===== config.mk =====
export PLATFORM = sky130hd
export DESIGN_NAME = cayde_alu_issue
export DESIGN_NICKNAME = d
export VERILOG_FILES = /design/src/rtl/cayde_alu_pkg.sv /design/src/rtl/cayde_alu.sv /design/src/rtl/cayde_alu_issue.sv
export SDC_FILE = /design/constraint.sdc
export NUM_CORES = 1
export LEC_CHECK = 0
export BUFFER_PORTS_ARGS = -buffer_cell sky130_fd_sc_hd__buf_2
export CAP_MARGIN = 10
export CORE_UTILIZATION = 30
export CTS_BUF_LIST = sky130_fd_sc_hd__clkbuf_2 sky130_fd_sc_hd__clkbuf_4 sky130_fd_sc_hd__clkbuf_8
export DETAILED_ROUTE_END_ITERATION = 12
export HOLD_SLACK_MARGIN = 0.03
export PLACE_DENSITY = 0.58
export SLEW_MARGIN = 0
export SYNTH_ARGS = -nofsm -noshare
export SYNTH_HDL_FRONTEND = slang
export SYNTH_SLANG_ARGS = --single-unit
export TNS_END_PERCENT = 30

===== constraint.sdc =====
create_clock -name clk_i -period 5.3 [get_ports clk_i]
set_input_delay 1.06 -clock clk_i [delete_from_list [all_inputs] [get_ports clk_i]]
set_output_delay 1.06 -clock clk_i [all_outputs]
set_load 0.01 [all_outputs]

===== src/rtl/cayde_alu_pkg.sv =====
// Shared definitions for the cayde ALU and its issue/execute front end:
// ALU op encoding and the RV32I opcode/funct fields the decoder recognises.
package cayde_alu_pkg;

    localparam int ALU_W = 32;

    typedef enum logic [2:0] {
        ALU_ADD  = 3'd0,
        ALU_SUB  = 3'd1,
        ALU_XOR  = 3'd2,
        ALU_LAND = 3'd3,
        ALU_LOR  = 3'd4,
        ALU_LNOT = 3'd5
    } alu_op_e;

    localparam logic [6:0] OPC_OP      = 7'b0110011;
    localparam logic [6:0] OPC_OPIMM   = 7'b0010011;
    localparam logic [6:0] OPC_CUSTOM0 = 7'b0001011;

    localparam logic [2:0] F3_ADD = 3'b000;
    localparam logic [2:0] F3_XOR = 3'b100;
    localparam logic [2:0] F3_OR  = 3'b110;
    localparam logic [2:0] F3_AND = 3'b111;

    localparam logic [6:0] F7_BASE = 7'b0000000;
    localparam logic [6:0] F7_SUB  = 7'b0100000;

endpackage


===== src/rtl/cayde_alu.sv =====
// Combinational 32-bit ALU. Unused op codes produce zero.
module cayde_alu
    import cayde_alu_pkg::*;
(
    input  alu_op_e          op,
    input  logic [ALU_W-1:0] a,
    input  logic [ALU_W-1:0] b,
    output logic [ALU_W-1:0] y
);

    logic a_nz;
    logic b_nz;

    assign a_nz = (a != '0);
    assign b_nz = (b != '0);

    // Select the operation result for the requested op.
    always_comb begin
        y = '0;
        case (op)
            ALU_ADD:  y = a + b;
            ALU_SUB:  y = a - b;
            ALU_XOR:  y = a ^ b;
            ALU_LAND: y = {{(ALU_W-1){1'b0}}, a_nz & b_nz};
            ALU_LOR:  y = {{(ALU_W-1){1'b0}}, a_nz | b_nz};
            ALU_LNOT: y = {{(ALU_W-1){1'b0}}, ~a_nz};
            default:  y = '0;
        endcase
    end

endmodule


===== src/rtl/cayde_alu_issue.sv =====
// Two-stage issue/execute front end for cayde_alu. Stage D holds the decoded
// op and operands, stage E holds the registered ALU result. Both stages move
// together when the output side is free, giving one op per cycle.
module cayde_alu_issue
    import cayde_alu_pkg::*;
#(
    parameter int XLEN  = 32,
    parameter int CNT_W = 16
) (
    input  logic             clk_i,
    input  logic             rst_i,
    input  logic             in_valid_i,
    output logic             in_ready_o,
    input  logic [31:0]      instr_i,
    input  logic [XLEN-1:0]  rs1_data_i,
    input  logic [XLEN-1:0]  rs2_data_i,
    output logic             out_valid_o,
    input  logic             out_ready_i,
    output logic [XLEN-1:0]  result_o,
    output logic [4:0]       rd_o,
    output logic             illegal_o,
    output logic [CNT_W-1:0] ops_retired_o
);

    logic [6:0]      opcode;
    logic [2:0]      funct3;
    logic [6:0]      funct7;
    logic [XLEN-1:0] imm_i;
    logic [4:0]      unused_rs1_idx;

    alu_op_e         dec_op;
    logic [XLEN-1:0] dec_a;
    logic [XLEN-1:0] dec_b;
    logic            dec_illegal;

    logic            d_valid;
    alu_op_e         d_op;
    logic [XLEN-1:0] d_a;
    logic [XLEN-1:0] d_b;
    logic [4:0]      d_rd;
    logic            d_illegal;

    logic            e_valid;
    logic [XLEN-1:0] e_result;
    logic [4:0]      e_rd;
    logic            e_illegal;
    logic [CNT_W-1:0] retired;

    logic [XLEN-1:0] alu_y;
    logic            e_adv;
    logic            d_adv;
    logic            in_hs;
    logic            out_hs;

    assign opcode = instr_i[6:0];
    assign funct3 = instr_i[14:12];
    assign funct7 = instr_i[31:25];
    assign imm_i  = {{(XLEN-12){instr_i[31]}}, instr_i[31:20]};
    // Register indices for rs1 are resolved upstream; only the data is used.
    assign unused_rs1_idx = instr_i[19:15];

    // Decode the instruction into an ALU op and its b operand.
    always_comb begin
        dec_op      = ALU_ADD;
        dec_b       = '0;
        dec_illegal = 1'b0;
        case (opcode)
            OPC_OP: begin
                dec_b = rs2_data_i;
                if (funct3 == F3_ADD && funct7 == F7_BASE)      dec_op = ALU_ADD;
                else if (funct3 == F3_ADD && funct7 == F7_SUB)  dec_op = ALU_SUB;
                else if (funct3 == F3_XOR && funct7 == F7_BASE) dec_op = ALU_XOR;
                else if (funct3 == F3_AND && funct7 == F7_BASE) dec_op = ALU_LAND;
                else if (funct3 == F3_OR  && funct7 == F7_BASE) dec_op = ALU_LOR;
                else                                            dec_illegal = 1'b1;
            end
            OPC_OPIMM: begin
                dec_b = imm_i;
                if (funct3 == F3_ADD)      dec_op = ALU_ADD;
                else if (funct3 == F3_XOR) dec_op = ALU_XOR;
                else                       dec_illegal = 1'b1;
            end
            OPC_CUSTOM0: begin
                if (funct3 == F3_ADD) dec_op = ALU_LNOT;
                else                  dec_illegal = 1'b1;
            end
            default: dec_illegal = 1'b1;
        endcase
    end

    // Illegal ops carry zero operands so nothing undefined reaches the ALU.
    assign dec_a = dec_illegal ? '0 : rs1_data_i;

    assign e_adv      = !e_valid || out_ready_i;
    assign d_adv      = d_valid && e_adv;
    assign in_ready_o = !d_valid || e_adv;
    assign in_hs      = in_valid_i && in_ready_o;
    assign out_hs     = e_valid && out_ready_i;

    cayde_alu u_alu (
        .op (d_op),
        .a  (d_a),
        .b  (d_b),
        .y  (alu_y)
    );

    // Stage D: capture a new instruction, or drain when it moves to stage E.
    always_ff @(posedge clk_i or posedge rst_i) begin
        if (rst_i) begin
            d_valid   <= 1'b0;
            d_op      <= ALU_ADD;
            d_a       <= '0;
            d_b       <= '0;
            d_rd      <= '0;
            d_illegal <= 1'b0;
        end else if (in_hs) begin
            d_valid   <= 1'b1;
            d_op      <= dec_op;
            d_a       <= dec_a;
            d_b       <= dec_b & {XLEN{~dec_illegal}};
            d_rd      <= instr_i[11:7];
            d_illegal <= dec_illegal;
        end else if (d_adv) begin
            d_valid   <= 1'b0;
        end
    end

    // Stage E: register the ALU result whenever the output side can move.
    always_ff @(posedge clk_i or posedge rst_i) begin
        if (rst_i) begin
            e_valid   <= 1'b0;
            e_result  <= '0;
            e_rd      <= '0;
            e_illegal <= 1'b0;
        end else if (e_adv) begin
            e_valid <= d_valid;
            if (d_valid) begin
                e_result  <= d_illegal ? '0 : alu_y;
                e_rd      <= d_rd;
                e_illegal <= d_illegal;
            end
        end
    end

    // Count output handshakes, wrapping naturally at the counter width.
    always_ff @(posedge clk_i or posedge rst_i) begin
        if (rst_i) begin
            retired <= '0;
        end else if (out_hs) begin
            retired <= retired + {{(CNT_W-1){1'b0}}, 1'b1};
        end
    end

    assign out_valid_o   = e_valid;
    assign result_o      = e_result;
    assign rd_o          = e_rd;
    assign illegal_o     = e_illegal;
    assign ops_retired_o = retired;

endmodule


==> out/summary.txt, run 1 <==
R2r setup slk: 0.76 ns
Max VDD drop: 0.1121 mV
Max stage delay cell, worst path: or4_1
Met2 Track Usage GR: 26.59%
Critical path cell sequence: or3_1, or4_1, nor4_1, and2_1, a31oi_1, xnor2_1, ha_1, nand2_1, o21ai_0, nand2b_1, a31oi_1, o21ba_2, or3_1, a31o_1
Clock Tree Buf Depth: 2
Setup bufs post-CTS: 0
Syn Area/Cell: 9.038 um2
DRT antenna net count: 0
Die height: 167.6 um
Worst Setup EP: result_o[31]
Setup ws final: 0.7565 ns
Max incr delay on CP: 0.52 ns
Global route overflow: 0
Crit path launch type: register
Post-synth top cells: dfrtp_1, nand2_1, o21ai_0, a21oi_1, clkbuf_1
Setup_tns: 0 ns
Final count of hold timing violations: 0
Min-Delay Path Class: register to register
Post-synth EDFFs: 0
IO Count: 156
R2R depth: 14
Reg-to-Reg End: result_o[31]
GR met1 Demand/Resource: 26.38%
Placed inst area: 9280 um2
CP endpoint kind: register
CTS tree: done
Max cap viols: 0
Clock Sinks: 129
Flop and latch count out of synthesis: 129
Routed length per instance: 17.80 um
Dpl ws: 0.8197 ns
DRC: 0
Tcrit/Tclk final: 85.73%
Vias in the first global route: 6670
Clock slew at reported path FFs: 0.09 ns
Final net count: 1167
CP max FO: 10
Cell taking the most area after synthesis: dfrtp_1
Total CTS buffers: 17
RSZ-0062 raised after global routing: no
Std cell rows: 60
Distinct cells, synth: 59
PortBufs: 150
Final wirelength: 24.69 mm
Arr. time, crit path: 4.91 ns
Effective utilization at floorplan: 30.52%
Routed via count: 7215
Routed vias/inst: 5.202
Tot Pwr: 2.235 mW
Leakage: 4.789 nW
Post-CTS Hold Buffers: 0
Slew headroom: 42.29%
Core Box Area: 26950 um2
Yosys warns: 0
Layout cells sized above 1: 20.36%
Max Slew Vio Count: 0
Crit Reg-Reg Startpoint: d_b[4]
Placed cell count: 1355
Final setup viols: 0
Largest net degree at the start of global routing: 130
Die X: 167.6 um
First-pass GRT wire length: 39.01 mm
Cell area after synthesis: 8224 um2
DR iter-0 viols: 433
Top cell type's share of synthesized area: 39.25%
Setup CP Type: register to register
Worst Skew: 0.01877 ns
Crit path required time: 5.67 ns
Fillers: 2767
Fin crit period: 4.544 ns
Fin cells: 1387
Htree depth: 4
Fmax: 220.1 MHz
Ant diodes: 0
Worst setup path startpoint: d_b[4]
Resized cells post-CTS: 0
Worst-skew pair later-pin latency: 0.47 ns
Count leader, synth: dfrtp_1
Prevailing post-synth register cell: dfrtp_1
Most Crowded Layer GR: met2
Sequential area share after synthesis: 39.25%
Async SR Flop Fraction: 100.0%
Pwr per Cell Area: 230.6 nW/um2
Initial antenna violation count: 1
HPWL Detailed: 18.72 mm
Hold Path Cell Cnt: 1
1st-pass router iterations: 5
GP Congestion: 0.8814
Largest cells by area after synthesis: dfrtp_1, xor2_1, ha_1
CTS Root Cell: clkbuf_8
Post-synthesis cell count: 910
Least-Margin Pin Slew: 0.8656 ns
Post-route cell area: 9693 um2
Die area: 28080 um2
Met3 usage: 2.836%
Area growth from synthesis to layout: 17.86%
Net Count, Synth: 1044
Status: finished, final reports clean
Gr usage total: 17.96%
worst min-delay path by stage:
stage | endpoint | startpoint
CTS | ops_retired_o[15] | ops_retired_o[15]
global placement | ops_retired_o[15] | ops_retired_o[15]
floorplan | out_valid_o | d_valid
detailed placement | ops_retired_o[15] | ops_retired_o[15]
global route | ops_retired_o[15] | ops_retired_o[15]
finish | ops_retired_o[15] | ops_retired_o[15]
state kept, by name (all words and copies together), names as in the netlist:
register       cells
illegal_o          1
rd_o               5
d_op               3
d_illegal          1
d_b               32
d_rd               5
d_a               32
d_valid            1
result_o          32
ops_retired_o     16
out_valid_o        1
routing by layer:
metal / part of all wire (%) / wire length [um]
met2: 44 / 10850
met4: 1.8 / 438
met3: 4.3 / 1050
met1: 50 / 12330
met5: 0.053 / 13
logic make-up after synthesis:
logic type | synth area share, %
AO/OA/AOI/OAI | 23.11
AND/OR/NAND/NOR | 15.12
flip-flops | 39.25
XOR/XNOR | 9.904
buffers and inverters | 3.758
adder cells (fa/ha/maj) | 5.264
multiplexers | 3.590
power breakdown:
| group | internal, mW | switching, mW | total (mW) |
|---|---|---|---|
| logic | 0.115 | 0.151 | 0.266 |
| registers | 1.02 | 0.0392 | 1.06 |
| clock network | 0.445 | 0.461 | 0.906 |
| total | 1.58 | 0.651 | 2.23 |
cells in the final DEF (no fill, tap or decap), types with 13 or more instances in the layout:
cell type	count
dfrtp_1	129
nand4_1	13
xor2_1	48
a22o_1	33
clkbuf_8	18
a21oi_1	65
ha_1	33
a31oi_1	15
o21ai_0	80
inv_1	23
a22oi_1	25
nor3_1	14
nand3_1	21
buf_2	150
nand2_1	88
a21o_1	13
nor4_1	16
mux2i_1	16
xnor2_1	45
nor2_1	42
metrics by stage:
stage / hold WS (ns) / util [%]
global route: 0.5057 / 35.97
floorplan: 0.4572 / -
CTS: 0.4824 / 35.97
finish: 0.4766 / 35.97
global placement: 0.4565 / 34.43
detailed placement: 0.4662 / 34.43
critical path, delay by kind of cell, from the launching register on:
family	cells	cell delay, ns
and+or+nand+nor	7	2.28
AOI/OAI and AO/OA	5	1.07
adders and majority gates	1	0.49
DFF	1	0.45
xor gates and xnor gates	1	0.15
layout make-up:
| cell class | count | area, um2 | share of cell area [%] |
|---|---|---|---|
| clock buffers | 18 | 247.7 | 2.556 |
| clock inverters | 14 | 165.2 | 1.704 |
| inverters | 24 | 92.59 | 0.9552 |
| multi-input cells | 701 | 4695 | 48.43 |
| flip-flops and latches | 129 | 3228 | 33.30 |
| well taps | 341 | 426.7 | 4.402 |
| repair buffers | 160 | 838.3 | 8.649 |
Power figures use the tool's default switching activity.
==> inputs of run 2 (changes only) <==
==> constraint.sdc (replaced) <==
create_clock -name clk_i -period 5.3 [get_ports clk_i]
set_input_delay 0.53 -clock clk_i [delete_from_list [all_inputs] [get_ports clk_i]]
set_output_delay 0.53 -clock clk_i [all_outputs]
set_load 0.01 [all_outputs]
==> run 2 against run 1 <==
Wire length rose by 0.29%. Utilization fell by 0.093 points. Total power fell by 2.3%. Critical endpoint unchanged.
==> out/summary.txt, run 2 (synthesis results as in run 1) <==
Status: finished, final reports clean
Setup_tns: 0 ns (unchanged)
CTS tree: done
CP max FO: 10 (unchanged)
Clock Sinks: 129 (unchanged)
Max incr delay on CP: 0.52 ns (about the same)
Buf/Inv on CP: 0 (unchanged)
Flop pwr share: 48.7% (+1.1 points)
Crit path required time: 5.67 ns (about the same)
Total CTS buffers: 17 (unchanged)
Post-CTS Hold Buffers: 0 (unchanged)
IO Count: 156 (unchanged)
Die area: 28080 um2 (unchanged)
Arr. time, crit path: 4.90 ns (about the same)
Max Slew Vio Count: 0 (unchanged)
Final count of hold timing violations: 0 (unchanged)
HPWL Detailed: 18.84 mm (+0.64%)
Die X: 167.6 um (unchanged)
Largest net degree at the start of global routing: 74 (-43%)
Fin util: 35.87% (-0.093 points)
Sw power: 659.6 uW (+1.4%)
Setup bufs post-CTS: 0 (unchanged)
Layout cells sized above 1: 20.52% (+0.15 points)
Fmax: 220.4 MHz (+0.16%)
DRT antenna net count: 0 (unchanged)
Routed vias/inst: 5.253 (+0.99%)
Final setup viols: 0 (unchanged)
Routed via count: 7302 (+1.2%)
Max VDD drop: 0.1129 mV (+0.74%)
Max stage delay cell, worst path: or4_1
PortBufs: 150 (unchanged)
Dpl ws: 0.8194 ns (-0.0002560 ns)
Delay-heaviest family, CP: simple AND/OR/NAND/NOR gates
RSZ-0062 raised after global routing: no
Leakage: 4.792 nW (about the same)
Least-Margin Pin Slew: 0.8100 ns (-0.05564 ns)
Routed length per instance: 17.81 um (about the same)
Global route overflow: 0 (unchanged)
Initial antenna violation count: 2 (+1)
Std cell rows: 60 (unchanged)
Critical path cell sequence: or3_1, or4_1, nor4_1, and2_1, a31oi_1, xnor2_1, ha_1, nand2_1, o21ai_0, nand2b_1, a31oi_1, o21ba_2, or3_1, a31o_1
Core Box Area: 26950 um2 (unchanged)
Tcrit/Tclk final: 85.59% (-0.14 points)
DR iter-0 viols: 497 (+15%)
Most common cell after layout, fill and taps aside: buf_2
DRC: 0 (unchanged)
Die height: 167.6 um (unchanged)
Final net count: 1169 (+0.17%)
CP endpoint kind: register
Max cap viols: 0 (unchanged)
Worst Skew: 0.01195 ns (-0.006821 ns)
1st-pass router iterations: 5 (unchanged)
Clock Tree Buf Depth: 2 (unchanged)
CTS Root Cell: clkbuf_8
Min-Delay Path Class: input pin to async pin
Vias in the first global route: 6720 (+0.75%)
Htree depth: 4 (unchanged)
Clock share of power: 39.2% (-1.3 points)
Slew headroom: 46.00% (+3.7 points)
Area growth from synthesis to layout: 17.56%
Gate power share: 12.1% (+0.2 points)
Fin crit period: 4.536 ns (-0.007227 ns)
Clock slew at reported path FFs: 0.09 ns (about the same)
GP Congestion: 0.8870 (+0.64%)
Effective utilization at floorplan: 30.52% (unchanged)
Worst-skew pair later-pin latency: 0.47 ns (about the same)
Pwr per Cell Area: 225.8 nW/um2 (-2.1%)
Resized cells post-CTS: 0 (unchanged)
Setup ws final: 0.7637 ns (+0.007227 ns)
Most frequent cells in the layout: buf_2, dfrtp_1, nand2_1
Internal power: 1.523 mW (-3.9%)
Final wirelength: 24.76 mm (+0.29%)
First-pass GRT wire length: 39.02 mm (about the same)
Gr usage total: 17.87% (-0.090 points)
Setup CP Type: register to register
Crit path launch type: register
Sw Ratio: 30.22% (+1.1 points)
-- run 2: changes by cell type in the layout (fill, tap and decap cells not counted), sizes merged --
| cell | delta |
|---|---|
| buf | +2 |
| bufinv | -1 |
| clkbuf | -1 |
| clkinv | +6 |
| clkinvlp | -3 |
| diode | +1 |
| inv | -1 |
-- run 2: layout make-up --
type | instances | area, um2
Antenna cell | 1 | 2.502
Tap cell | 341 | 426.7
Clock buffer | 17 | 234.0
Inverter | 24 | 92.59
Timing Repair Buffer | 162 | 840.8
Sequential cell | 129 | 3228
Clock inverter | 15 | 148.9
Fill cell | 2736 | 17280
Multi-Input combinational cell | 701 | 4695
-- run 2: power by group through the flow --
| stage | registers, mW | clock network [mW] | logic (mW) |
|---|---|---|---|
| 5_1_grt | 1.07 | 0.911 | 0.291 |
| 3_3_place_gp | 1.08 | 0 | 0.267 |
| 4_1_cts | 1.06 | 0.869 | 0.270 |
| 3_5_place_dp | 1.08 | 0 | 0.270 |
| 2_1_floorplan | 1.09 | 0 | 0.136 |
| 6_report | 1.06 | 0.855 | 0.265 |
-- run 2: worst paths after layout --
check	startpoint	to	slack, ns	depth (start not counted)
min in group clk_i	rs1_data_i[2]	d_a[2]	0.27	2
setup reg to reg	d_b[4]	result_o[31]	0.76	14
setup / recovery	d_b[4]	result_o[31]	0.76	14
max in group asynchronous	rst_i	d_b[3]	4.20	3
hold / removal	rst_i	result_o[21]	0.05	2
hold reg to reg	ops_retired_o[15]	ops_retired_o[15]	0.48	1
-- run 2: worst register-to-register path, cell delays in order (launching register included) --
cell and delay, ns:
dfrtp_1 0.45, or3_1 0.40, or4_1 0.52, nor4_1 0.51
and2_1 0.29, a31oi_1 0.12, xnor2_1 0.15, ha_1 0.48
nand2_1 0.08, o21ai_0 0.40, nand2b_1 0.17, a31oi_1 0.11
o21ba_2 0.25, or3_1 0.30, a31o_1 0.22
-- run 2: layer usage --
| layer | vias to the layer above | share of wire, % | GRT usage (%) |
|---|---|---|---|
| li1 | 3574 | - | - |
| met2 | 239 | 44 | 27.03 |
| met4 | 2 | 1.3 | 4.986 |
| met1 | 3465 | 49 | 25.91 |
| met5 | - | 0.053 | 0 |
| met3 | 22 | 5.2 | 3.191 |
-- run 2: stage by stage --
step	area (um2)	power, mW	cells	hold slack (ns)
after detailed placement	9283	1.353	1357	0.4654
after global routing	9666	2.272	1389	0.06802
after CTS	9666	2.202	1389	0.06282
final	9668	2.183	1390	0.05135
after global placement	9283	1.348	1357	0.4571
after floorplan	8224	1.229	910	0.4572
